<file path="config.mk">
export PLATFORM = sky130hd
export DESIGN_NAME = l0_cache_write_ctrl
export DESIGN_NICKNAME = d
export VERILOG_FILES = /design/src/rtl/l0_cache_pkg.sv /design/src/rtl/l0_cache_addr_decode.sv /design/src/rtl/l0_cache_write_ctrl.sv
export SDC_FILE = /design/constraint.sdc
export NUM_CORES = 1
export LEC_CHECK = 0
export BUFFER_PORTS_ARGS = -buffer_cell sky130_fd_sc_hd__buf_2
export CAP_MARGIN = 20
export CORE_AREA = 2 2 83 85
export DETAILED_ROUTE_END_ITERATION = 10
export DIE_AREA = 0 0 85 87
export PLACE_DENSITY = 0.7
export SETUP_SLACK_MARGIN = 0.02
export SLEW_MARGIN = 30
export SYNTH_ARGS = -nofsm -noshare
export SYNTH_HDL_FRONTEND = slang
export SYNTH_SLANG_ARGS = --single-unit
export TNS_END_PERCENT = 10
</file>
<file path="constraint.sdc">
create_clock -name i_clk -period 3.99 [get_ports i_clk]
set_input_delay 0.1995 -clock i_clk [delete_from_list [all_inputs] [get_ports i_clk]]
set_output_delay 0.1995 -clock i_clk [all_outputs]
set_load 0.02 [all_outputs]
</file>
<file path="src/rtl/l0_cache_pkg.sv">
// Shared types and default geometry for the L0 data cache write side.
package l0_cache_pkg;

  localparam int L0Xlen          = 32;
  localparam int L0CacheDepth    = 128;
  localparam int L0MemAddrWidth  = 16;
  localparam int CacheIndexWidth = $clog2(L0CacheDepth);
  localparam int L0TagWidth      = L0MemAddrWidth - 2 - CacheIndexWidth;

  typedef struct packed {
    logic [L0TagWidth-1:0] tag;
    logic [L0Xlen/8-1:0]   valid_bits;
    logic [L0Xlen-1:0]     data;
  } l0_cache_entry_t;

  typedef enum logic [1:0] {
    INIT_SWEEP  = 2'd0,
    IDLE        = 2'd1,
    FLUSH_SWEEP = 2'd2
  } l0_wr_state_e;

endpackage

</file>
<file path="src/rtl/l0_cache_addr_decode.sv">
// Splits a byte address into cache index, stored tag and cacheable flag.
module l0_cache_addr_decode #(
  parameter int               XLEN                = 32,
  parameter int               IdxW                = 7,
  parameter int               TagW                = 7,
  parameter int               MEM_BYTE_ADDR_WIDTH = 16,
  parameter logic [XLEN-1:0]  MMIO_ADDR           = 32'h4000_0000
) (
  input  logic [XLEN-1:0] i_addr,
  output logic [IdxW-1:0] o_index,
  output logic [TagW-1:0] o_tag,
  output logic            o_cacheable
);

  logic unused_byte_offset;

  assign o_index     = i_addr[IdxW+1:2];
  assign o_tag       = i_addr[MEM_BYTE_ADDR_WIDTH-1:IdxW+2];
  // Anything beyond the backing memory or in the MMIO window bypasses the cache.
  assign o_cacheable = (i_addr < MMIO_ADDR) &&
                       (i_addr[XLEN-1:MEM_BYTE_ADDR_WIDTH] == {(XLEN-MEM_BYTE_ADDR_WIDTH){1'b0}});
  assign unused_byte_offset = ^i_addr[1:0];

endmodule

</file>
<file path="src/rtl/l0_cache_write_ctrl.sv">
// L0 cache RAM write-port owner: invalidation sweeps, store write-through, fills.
// Optional counters enabled by defining L0_CACHE_WRITE_STATS_EN.
module l0_cache_write_ctrl
  import l0_cache_pkg::*;
#(
  parameter int              XLEN                = L0Xlen,
  parameter int              CacheDepth          = L0CacheDepth,
  parameter int              CacheTagWidth       = L0TagWidth,
  parameter int              MEM_BYTE_ADDR_WIDTH = L0MemAddrWidth,
  parameter logic [XLEN-1:0] MMIO_ADDR           = 32'h4000_0000
) (
  input  logic                          i_clk,
  input  logic                          i_rst,
  input  logic                          i_flush_req,
  output logic                          o_flush_done,
  output logic                          o_busy,
  input  logic                          i_store_valid,
  output logic                          o_store_ready,
  input  logic [XLEN-1:0]               i_store_addr,
  input  logic [XLEN/8-1:0]             i_store_byte_en,
  input  logic [XLEN-1:0]               i_store_data,
  input  logic                          i_fill_valid,
  output logic                          o_fill_ready,
  input  logic [XLEN-1:0]               i_fill_addr,
  input  logic [XLEN-1:0]               i_fill_data,
  output logic [$clog2(CacheDepth)-1:0] o_rd_index,
  input  logic [CacheTagWidth-1:0]      i_rd_tag,
  input  logic [XLEN/8-1:0]             i_rd_valid_bits,
  output logic                          o_wr_en,
  output logic [$clog2(CacheDepth)-1:0] o_wr_index,
  output logic [CacheTagWidth-1:0]      o_wr_tag,
  output logic [XLEN/8-1:0]             o_wr_valid_bits,
  output logic [XLEN-1:0]               o_wr_data,
`ifdef L0_CACHE_WRITE_STATS_EN
  output logic [31:0]                   o_stat_flushes,
  output logic [31:0]                   o_stat_fill_conflicts,
  output logic [31:0]                   o_stat_store_merges,
`endif
  output logic [XLEN/8-1:0]             o_wr_data_byte_en
);

  localparam int IdxW  = $clog2(CacheDepth);
  localparam int Lanes = XLEN / 8;

  l0_wr_state_e       state_q, state_d;
  logic [IdxW-1:0]    cnt_q, cnt_d;
  logic               pend_q, pend_d;
  logic               done_q, done_d;
  logic               busy_q, busy_d;
  logic               idle_q, idle_d;

  logic [IdxW-1:0]          st_index, fl_index;
  logic [CacheTagWidth-1:0] st_tag, fl_tag;
  logic                     st_cacheable, fl_cacheable;
  logic                     store_hs, fill_hs, tag_hit, last_idx;

  l0_cache_addr_decode #(
    .XLEN(XLEN), .IdxW(IdxW), .TagW(CacheTagWidth),
    .MEM_BYTE_ADDR_WIDTH(MEM_BYTE_ADDR_WIDTH), .MMIO_ADDR(MMIO_ADDR)
  ) u_store_dec (
    .i_addr(i_store_addr), .o_index(st_index), .o_tag(st_tag), .o_cacheable(st_cacheable)
  );

  l0_cache_addr_decode #(
    .XLEN(XLEN), .IdxW(IdxW), .TagW(CacheTagWidth),
    .MEM_BYTE_ADDR_WIDTH(MEM_BYTE_ADDR_WIDTH), .MMIO_ADDR(MMIO_ADDR)
  ) u_fill_dec (
    .i_addr(i_fill_addr), .o_index(fl_index), .o_tag(fl_tag), .o_cacheable(fl_cacheable)
  );

  assign store_hs = i_store_valid & idle_q;
  assign fill_hs  = i_fill_valid & idle_q & ~i_store_valid;
  assign tag_hit  = (i_rd_tag == st_tag);
  assign last_idx = (cnt_q == IdxW'(CacheDepth - 1));

  assign o_busy        = busy_q;
  assign o_flush_done  = done_q;
  assign o_store_ready = idle_q;
  assign o_fill_ready  = idle_q & ~i_store_valid;
  assign o_rd_index    = st_index;

  // Sweep sequencing; a flush requested mid-sweep chains a fresh sweep and reports once.
  always_comb begin
    state_d = state_q;
    cnt_d   = cnt_q;
    pend_d  = pend_q;
    done_d  = 1'b0;
    busy_d  = busy_q;
    idle_d  = idle_q;
    case (state_q)
      IDLE: begin
        if (i_flush_req) begin
          state_d = FLUSH_SWEEP;
          cnt_d   = {IdxW{1'b0}};
          busy_d  = 1'b1;
          idle_d  = 1'b0;
        end else begin
          busy_d  = 1'b0;
          idle_d  = 1'b1;
        end
      end
      INIT_SWEEP, FLUSH_SWEEP: begin
        cnt_d  = cnt_q + 1'b1;
        pend_d = pend_q | i_flush_req;
        if (last_idx) begin
          if (pend_q || i_flush_req) begin
            state_d = FLUSH_SWEEP;
            cnt_d   = {IdxW{1'b0}};
            pend_d  = 1'b0;
          end else begin
            state_d = IDLE;
            busy_d  = 1'b0;
            idle_d  = 1'b1;
            done_d  = (state_q == FLUSH_SWEEP);
          end
        end else begin
          state_d = state_q;
        end
      end
      default: begin
        state_d = INIT_SWEEP;
        cnt_d   = {IdxW{1'b0}};
        pend_d  = 1'b0;
        busy_d  = 1'b1;
        idle_d  = 1'b0;
      end
    endcase
  end

  // Control state flops.
  always_ff @(posedge i_clk) begin
    if (i_rst) begin
      state_q <= INIT_SWEEP;
      cnt_q   <= {IdxW{1'b0}};
      pend_q  <= 1'b0;
      done_q  <= 1'b0;
      busy_q  <= 1'b1;
      idle_q  <= 1'b0;
    end else begin
      state_q <= state_d;
      cnt_q   <= cnt_d;
      pend_q  <= pend_d;
      done_q  <= done_d;
      busy_q  <= busy_d;
      idle_q  <= idle_d;
    end
  end

  // Write-port mux: sweep owns the port, then store, then fill.
  always_comb begin
    o_wr_en           = 1'b0;
    o_wr_index        = st_index;
    o_wr_tag          = {CacheTagWidth{1'b0}};
    o_wr_valid_bits   = {Lanes{1'b0}};
    o_wr_data         = i_store_data;
    o_wr_data_byte_en = {Lanes{1'b0}};
    if (state_q != IDLE) begin
      o_wr_en    = 1'b1;
      o_wr_index = cnt_q;
      o_wr_data  = {XLEN{1'b0}};
    end else if (store_hs) begin
      if (st_cacheable) begin
        o_wr_en           = 1'b1;
        o_wr_tag          = st_tag;
        o_wr_valid_bits   = tag_hit ? (i_rd_valid_bits | i_store_byte_en) : i_store_byte_en;
        o_wr_data_byte_en = i_store_byte_en;
      end else begin
        o_wr_en = 1'b0;
      end
    end else if (fill_hs) begin
      o_wr_index = fl_index;
      o_wr_data  = i_fill_data;
      if (fl_cacheable) begin
        o_wr_en           = 1'b1;
        o_wr_tag          = fl_tag;
        o_wr_valid_bits   = {Lanes{1'b1}};
        o_wr_data_byte_en = {Lanes{1'b1}};
      end else begin
        o_wr_en = 1'b0;
      end
    end else begin
      o_wr_en = 1'b0;
    end
  end

`ifdef L0_CACHE_WRITE_STATS_EN
  logic [31:0] stat_flushes_q, stat_flushes_d;
  logic [31:0] stat_conf_q, stat_conf_d;
  logic [31:0] stat_merge_q, stat_merge_d;

  // Saturating event counters.
  always_comb begin
    stat_flushes_d = stat_flushes_q;
    stat_conf_d    = stat_conf_q;
    stat_merge_d   = stat_merge_q;
    if (done_q && (stat_flushes_q != 32'hFFFF_FFFF)) begin
      stat_flushes_d = stat_flushes_q + 32'd1;
    end else begin
      stat_flushes_d = stat_flushes_q;
    end
    if (i_fill_valid && store_hs && (stat_conf_q != 32'hFFFF_FFFF)) begin
      stat_conf_d = stat_conf_q + 32'd1;
    end else begin
      stat_conf_d = stat_conf_q;
    end
    if (store_hs && st_cacheable && tag_hit && (stat_merge_q != 32'hFFFF_FFFF)) begin
      stat_merge_d = stat_merge_q + 32'd1;
    end else begin
      stat_merge_d = stat_merge_q;
    end
  end

  // Counter flops, cleared only by reset.
  always_ff @(posedge i_clk) begin
    if (i_rst) begin
      stat_flushes_q <= 32'd0;
      stat_conf_q    <= 32'd0;
      stat_merge_q   <= 32'd0;
    end else begin
      stat_flushes_q <= stat_flushes_d;
      stat_conf_q    <= stat_conf_d;
      stat_merge_q   <= stat_merge_d;
    end
  end

  assign o_stat_flushes        = stat_flushes_q;
  assign o_stat_fill_conflicts = stat_conf_q;
  assign o_stat_store_merges   = stat_merge_q;
`endif

endmodule

</file>
After elaboration in Yosys (flattened, before gate mapping)
Cells that the tools add are included.
{"block": "totals", "word_cells": 80, "regBits": 13, "out_inout_bits": 66, "romBits": 0, "mem_bits_rw": 0, "mem_count": 0, "latch_bits": 0}
{"block": "classes", "reduce_logical": 10, "n_mul": 0, "shift": 0, "n_bitwise": 9, "n_lt_le_gt_ge": 2, "eq_ne": 8, "mux": 44, "n_addsub": 1, "div_mod_pow": 0}
{"op": "32-bit 2-to-1 mux", "n": 3}
{"op": "7-bit 2-to-1 mux", "n": 11}
{"op": "32-bit by 31-bit < comparator with 1-bit output (second input constant)", "n": 2}
{"op": "4-bit 2-to-1 mux", "n": 9}
{"op": "16-bit zero test", "n": 2}
{"op": "7-bit one-hot mux with 2 select lines", "n": 1}
{"op": "1-bit 2-to-1 mux", "n": 13}
{"op": "7-bit by 1-bit adder with 7-bit output (second input constant)", "n": 1}
{"op": "7-bit equality test", "n": 1}
{"op": "7-bit equality test (second input constant)", "n": 1}
{"op": "2-bit 2-to-1 mux", "n": 3}
{"op": "2-bit != test (second input constant)", "n": 3}
{"op": "1-bit one-hot mux with 2 select lines", "n": 3}
{"op": "1-bit AND", "n": 4}
{"op": "4-bit bitwise OR", "n": 1}
{"op": "2-bit one-hot mux with 2 select lines", "n": 1}
{"op": "2-bit AND reduction", "n": 2}
{"op": "4-bit OR reduction", "n": 1}
{"op": "1-bit NOT", "n": 3}
{"op": "2-bit by 1-bit equality test with 1-bit output (second input constant)", "n": 1}
{"op": "2-bit equality test (second input constant)", "n": 1}
{"op": "1-bit logical AND", "n": 2}
{"op": "2-bit zero test", "n": 1}
{"op": "2-bit by 1-bit != test with 1-bit output (second input constant)", "n": 1}
{"op": "3 further kinds", "n": 3}

Logic depth before layout (Yosys ltp)
Gate-level depths: netlist of run 1.
{"block": "logic_depth", "depth_word": 6, "depth_mapped": 6, "depth_no_buf": 5}

Cells and area by module
From an unflattened synthesis of run 1, not the netlist that was laid out.
{"block": "hier_totals", "hier_cells": 294, "area_unflattened_um2": 1869.3}
{"mod": "l0_cache_write_ctrl", "area_each_um2": 1591.5, "seq_area_each_um2": 260.2, "cells_per_inst": 256, "instances": 1}
{"mod": "l0_cache_addr_decode", "area_each_um2": 138.9, "seq_area_each_um2": 0.0, "cells_per_inst": 19, "instances": 2}

Worst setup path before layout of run 1
OpenSTA, ideal clock, no wires.
{"block": "synth_timing", "path_type": "register to output", "start": "register idle_q, in the netlist o_store_ready", "end": "output o_wr_data_byte_en[0]", "t_arrival_ps": 1751, "t_required_ps": 3790, "n_path_buf": 2, "slack_ps": 2039, "stages_incl_launch_ff": 7, "path_cell_list": "dfxtp_1 and3b_1 clkbuf_1 and3_1 buf_4 nand2_8 a211oi_1"}
{"block": "synth_between", "elab_chain_len": 5, "elab_cells_between_ends": 6}
{"element": "start: declaration", "line_no": "l0_cache_write_ctrl.sv:50", "text": "logic idle_q, idle_d;"}
{"element": "start signal: assignment", "line_no": "l0_cache_write_ctrl.sv:145", "text": "idle_q <= idle_d;"}
{"element": "1-bit AND (2 in series)", "line_no": "l0_cache_write_ctrl.sv:72", "text": "assign fill_hs = i_fill_valid & idle_q & ~i_store_valid;"}
{"element": "4-bit 2-to-1 mux", "line_no": "l0_cache_write_ctrl.sv:170", "text": "end else if (fill_hs) begin"}
{"element": "4-bit 2-to-1 mux *", "line_no": "l0_cache_write_ctrl.sv:161", "text": "end else if (store_hs) begin"}
{"element": "4-bit 2-to-1 mux *", "line_no": "l0_cache_write_ctrl.sv:157", "text": "if (state_q != IDLE) begin"}
{"element": "end: declaration", "line_no": "l0_cache_write_ctrl.sv:39", "text": "output logic [XLEN/8-1:0] o_wr_data_byte_en"}
Every way passes the cells marked *; elsewhere a longest branch is shown, timed or not.

Worst setup path after layout of run 1
{"block": "layout_timing", "start": "register state_q[0]", "end": "output o_wr_data_byte_en[2]"}
{"block": "layout_between", "elab_chain_len": 2}
{"element": "start: declaration", "line_no": "l0_cache_write_ctrl.sv:45", "text": "l0_wr_state_e state_q, state_d;"}
{"element": "start signal: assignment", "line_no": "l0_cache_write_ctrl.sv:140", "text": "state_q <= state_d;"}
{"element": "2-bit by 1-bit != test with 1-bit output", "line_no": "l0_cache_write_ctrl.sv:157"}
{"element": "4-bit 2-to-1 mux", "line_no": "l0_cache_write_ctrl.sv:157"}
No other way between the ends.

==> results_dict.tcl, run 1 <==
set metrics [dict create \
    cts_tree "yes" \
    yosysTopAreaCellShare 0.165 \
    fin_skew_ps 1.52 \
    cellLeakagePower_nw 1.49 \
    gp_congestion 0.856 \
    async_flop_share 0 \
    critPathRequiredTime_ps 3790 \
    n_antenna_cell 0 \
    ys_ff_latch 13 \
    max_freq_mhz 425 \
    dr.pass1.iters 4 \
    ys_seq_area_frac 0.147 \
    final_max_slew_viol_count 0 \
    postPlaceCellArea_sq_mm 0.00278 \
    core_area_sq_mm 0.00657 \
    final_cell_area_sq_mm 0.00283 \
    worst_pin_slew_ps 746 \
    peakVddDrop_mv 0.125 \
    crit_family "flip-flops" \
    yosys_warnings 0 \
    clock_latency_ps 250 \
    overflow 0 \
    clkTransAtPathRegs_ps 50 \
    crit_path_cell_trace "nand2b_4 -> a211oi_1 -> buf_2" \
    start_util 0.270 \
    utilization 0.431 \
    fin_nets 616 \
    clk_path_buf_depth 2 \
    status "completed" \
    synth_nets 431 \
    synth_edf_count 0 \
    cts_num_sinks 13 \
    avgSynthCellArea_sq_um 6.30 \
    crit_fanout 63 \
    wire_per_inst_microns 13.2 \
    rsz0062_at_grt "no" \
    maxCapViolCount 0 \
    cp.arrival_ps 2150 \
    fin_crit_sh 0.590 \
    crit_type "reg2out" \
    grt_pass1_vias 2213 \
    hold_buffers 0 \
    rr_startpoint "state_q[0]" \
    grt_max_degree 64 \
    drc 0 \
    synth-main-ff-cell "dfxtp_1" \
    critPathBufInv 1 \
    drt_iter0_markers 88 \
    drive_gt1_frac 0.485 \
    root_buffer "clkbuf_8" \
    setup_viol 0 \
    min-delay-start "i_rst" \
    powerDensity_mw_per_mm2 143 \
    dieArea_sq_mm 0.00740 \
    startpoint_type "register" \
    drt-vias-per-instance 4.85 \
    syn_area_sq_mm 0.00178 \
    tns_ps 0 \
    area_delta_synth_final_pct 59.5 \
    ios 214 \
    dp_hpwl_mm 5.71 \
    htreeDepth 1 \
    hold_violations 0 \
    ant_nets 0 \
    grt_util_all_layers 0.171 \
    cts-buffers-inserted 3 \
    synth_cells 282 \
    grt_antenna_before_repair 0 \
    cts_setup_buffers 0 \
    die_y_microns 87 \
    synth_largest_area_cell "nand2_1" \
    fin_crit_ps 2350 \
    die_x_microns 85 \
    synth_area_leaders "nand2_1 (16%), dfxtp_1 (15%), a21oi_1 (13%)" \
    worstHoldPathType "in2reg" \
    yosysUniqueCellTypes 42 \
    slew-limit-headroom 0.502 \
    n_fill_cell 720 \
    endpoint_kind "output pin" \
    portBuffers 209 \
    cp_slowest_cell "dfxtp_1" \
    grt_pass1_wl_mm 10.6 \
    drt-total-wl_mm 7.23 \
    vias 2647 \
    cts_resized 0 \
    core.rowCount 30 \
    slowest_delay_ps 800 \
    critPathLaunch "state_q[0]" \
]
==> where the power goes <==
part | internal, mW | leakage (nW) | total [mW] | switching, mW
combinational | 0.0750 | 1.36 | 0.138 | 0.0630
clock | 0.0709 | 0.0228 | 0.122 | 0.0512
sequential | 0.136 | 0.106 | 0.144 | 0.00819
==> flip-flops by register name, summed over array words and instances, names as in the netlist <==
name           flops
pend_q             1
o_flush_done       1
cnt_q              7
o_busy             1
state_q            2
o_store_ready      1
==> stage by stage <==
step | cells | hold slack (ps) | setup slack [ps] | power (mW)
2_1_floorplan | 282 | 398 | 2040 | 0.200
3_3_place_gp | 542 | 477 | 1630 | 0.279
3_5_place_dp | 542 | 476 | 1910 | 0.284
4_1_cts | 546 | 267 | 1630 | 0.406
5_1_grt | 546 | 295 | 1420 | 0.430
6_report | 546 | 266 | 1640 | 0.404
==> kinds of logic after synthesis <==
| group | after synthesis | share of synthesized area |
|---|---|---|
| compound gates | 76 | 0.263 |
| xor+xnor | 10 | 0.0493 |
| fa+ha+maj | 1 | 0.00705 |
| buf+inv | 32 | 0.0902 |
| flops | 13 | 0.147 |
| mux | 8 | 0.0451 |
| simple gates | 142 | 0.399 |
==> cell usage in the layout, fill, tap and decap left out, drive strengths merged <==
cell type / Yosys / final
a221oi: 4 / 4
nand2: 79 / 79
or4: 2 / 2
dfxtp: 13 / 13
a21o: 1 / 1
o31ai: 2 / 2
a21oi: 45 / 45
clkbuf: 18 / 4
o21ai: 11 / 11
ha: 1 / 1
buf: 12 / 210
xor2: 9 / 9
nand3b: 1 / 1
nor3: 4 / 4
nor4b: 1 / 1
nand4: 10 / 10
o32a: 1 / 1
nand2b: 2 / 2
a31oi: 2 / 2
and2: 1 / 1
nand3: 13 / 13
o22a: 1 / 1
mux2i: 8 / 8
nor4: 7 / 7
o31a: 2 / 2
nor2b: 2 / 2
and3b: 1 / 1
or3: 1 / 1
or2: 1 / 1
and3: 3 / 3
a221o: 1 / 1
xnor2: 1 / 1
a211oi: 6 / 6
inv: 2 / 2
and4: 1 / 1
nor2: 13 / 13
==> worst reg2reg max path: stages (launching register included) <==
cell	delay, ps
dfxtp_1	800
nand2b_4	530
nor3_1	440
o31a_1	190
==> Yosys cell counts, types with 2 or more instances <==
| library cell | n |
|---|---|
| nand2_1 | 78 |
| a21oi_1 | 45 |
| clkbuf_1 | 17 |
| dfxtp_1 | 13 |
| nand3_1 | 12 |
| nor2_1 | 12 |
| o21ai_0 | 11 |
| nand4_1 | 10 |
| buf_4 | 9 |
| xor2_1 | 9 |
| mux2i_1 | 8 |
| nor4_1 | 7 |
| a211oi_1 | 6 |
| a221oi_2 | 4 |
| nor3_1 | 4 |
| and3_1 | 3 |
| a31oi_1 | 2 |
| buf_2 | 2 |
| inv_1 | 2 |
| nand2b_1 | 2 |
| nor2b_1 | 2 |
| o31a_1 | 2 |
| o31ai_1 | 2 |
| or4_4 | 2 |
==> worst paths after layout <==
check	endpoint	slack (ps)	cells past startpoint
setup / recovery	o_wr_data_byte_en[2]	1640	3
setup reg to reg	cnt_q[3]	1980	3
hold reg to reg	o_busy	490	1
hold / removal	state_q[0]	270	2
==> final cells by class <==
cell class	count	area, sq um	area share
clock buffers	4	45.0	0.0159
flip-flops and latches	13	260	0.0919
multi-input cells	237	1370	0.482
repair buffers	210	1050	0.372
well taps	80	100	0.0354
inverters	2	7.51	0.00265
==> per-layer routing <==
metal | routed length, microns | share of wire | track usage
met5 | 0 | 0 | 0
met4 | 70 | 0.0097 | 0.0476
met3 | 434 | 0.060 | 0.0218
met2 | 3640 | 0.50 | 0.295
met1 | 3080 | 0.43 | 0.223
Power figures use the tool's default switching activity.
==> run 2: changes to the inputs <==
- CORE_AREA: 2 2 83 85 -> 2 2 82 84
- DIE_AREA: 0 0 85 87 -> 0 0 84 86
- PLACE_DENSITY: 0.7 -> 0.72
- clock period: 3.99 -> 2.47 ns (I/O delays scaled with it)
==> run 2 against run 1 <==
  * Global-route usage is 0.60 points higher
  * Combinational power is 59% higher
  * Highest routed layer unchanged
  * Critical path depth increased by 2
  * First-iteration DRC count rose by 17%
  * Sequential power up 61%
  * Hold slack got worse by 79 ps
  * Via count up 0.15%
  * Total power is 59% higher
  * Setup slack worse by 1300 ps
  * Sequential share of layout area shrank 0.060 points
  * Core utilization increased by 2.3 points
==> results_dict.tcl, run 2 (same netlist as run 1, synthesis figures left out) <==
set metrics [dict create \
    setup_viol 0 \
    internal_power_uw 455 \
    portBuffers 209 \
    tns_ps 0 \
    root_buffer "clkbuf_8" \
    area_delta_synth_final_pct 60.5 \
    maxCapViolCount 0 \
    p_total_uw 643 \
    cts_resized 0 \
    hold_violations 0 \
    top_register "cnt_q" \
    grt_max_degree 40 \
    hold_buffers 0 \
    fin_skew_ps 1.23 \
    worstHoldPathType "in2reg" \
    cp.arrival_ps 1970 \
    reg2reg_depth 5 \
    cts_num_sinks 13 \
    grt_antenna_before_repair 0 \
    fin_nets 620 \
    hold_depth 2 \
    endpoint_kind "output pin" \
    start_util 0.283 \
    critPathRequiredTime_ps 2350 \
    status "completed" \
    critPathLaunch "o_store_ready" \
    rsz0062_at_grt "no" \
    powerDensity_mw_per_mm2 226 \
    routed.top_layer "met4" \
    pwr-share-clk 0.300 \
    peakVddDrop_mv 0.201 \
    drt_iter0_markers 103 \
    grt_util_all_layers 0.177 \
    slew-limit-headroom 0.540 \
    postPlaceCellArea_sq_mm 0.00281 \
    startpoint_type "register" \
    grt_pass1_wl_mm 10.9 \
    top_regs "cnt_q (7), state_q (2)" \
    clk_path_buf_depth 2 \
    r2r_slack_ps 760 \
    drc 0 \
    die_y_microns 86 \
    overflow 0 \
    drt-total-wl_mm 7.26 \
    layout_commonest_cell "buf_2" \
    drt-vias-per-instance 4.85 \
    worst_r2r_endpoint "o_busy" \
    crit_fanout 9 \
    htreeDepth 1 \
    cellLeakagePower_nw 1.50 \
    mostFrequentLayoutCells "buf_2 (209), nand2_1 (78), a21oi_1 (45)" \
    n_antenna_cell 0 \
    dp_hpwl_mm 5.82 \
    worst_pin_slew_ps 683 \
    grt_pass1_vias 2343 \
    core.rowCount 29 \
    die_x_microns 84 \
    dp_cells 543 \
    met1_length_mm 3.04 \
    largest_reg_flops 7 \
    clkTransAtPathRegs_ps 50 \
    vias 2651 \
    ios 214 \
    dieArea_sq_mm 0.00722 \
    dr_wl_met3_microns 562 \
    final_cell_area_sq_mm 0.00285 \
    sequentialPowerShare 0.360 \
    fin_crit_ps 2090 \
    drive_gt1_frac 0.487 \
    fin_hold_ws_ps 187 \
    gp_congestion 0.898 \
    crit_type "reg2out" \
    p_comb_frac 0.340 \
    max_freq_mhz 478 \
    cts-buffers-inserted 3 \
    core_area_sq_mm 0.00628 \
    cts_setup_buffers 0 \
    ant_nets 0 \
    dr.pass1.iters 4 \
    cts_tree "yes" \
    p_sw_uw 188 \
    fin_crit_sh 0.847 \
    clock_latency_ps 250 \
    met2_length_mm 3.62 \
    wire_per_inst_microns 13.3 \
    instances_no_fill 547 \
    rr_startpoint "cnt_q[0]" \
    final_max_slew_viol_count 0 \
    critPathCapture "o_wr_data_byte_en[2]" \
    switching_share 0.292 \
]
## run 2: worst min-delay path by stage
| stage | start | to |
|---|---|---|
| 4_1_cts | i_rst | cnt_q[4] |
| 3_3_place_gp | i_rst | cnt_q[4] |
| 3_5_place_dp | i_rst | cnt_q[4] |
| 5_1_grt | i_rst | cnt_q[1] |
| 2_1_floorplan | i_rst | cnt_q[5] |
| 6_report | i_rst | cnt_q[6] |
## run 2: per-layer routing
metal  vias up  track usage
li1       1369            -
met1      1166        0.220
met2       110        0.323
met3         6       0.0346
met4         0       0.0249
met5         -            0
## run 2: power groups by stage
stage,clock network [mW],logic (mW),registers (mW)
after global placement,0,0.214,0.236
final,0.193,0.219,0.232
after global routing,0.203,0.241,0.233
after detailed placement,0,0.218,0.236
after CTS,0.196,0.219,0.232
after floorplan,0,0.0890,0.233
## run 2: final cells by class
class                   count  area, sq um
well taps                  77         96.3
repair buffers            214         1080
inverters                   2         7.51
clock buffers               4         45.0
flip-flops and latches     13          260
multi-input cells         237         1360
fillers                   651         3430
## run 2: through the flow
step	utilization	worst slack [ps]
floorplan	-	595
global placement	0.447	630
detailed placement	0.447	619
CTS	0.454	368
global route	0.454	218
finish	0.454	377
## run 2: critical path: stages, from the launching register on
cell	delay [ps]
dfxtp_1	400
and3b_1	230
and3_1	450
nand2_8	130
a211oi_1	290
buf_2	220
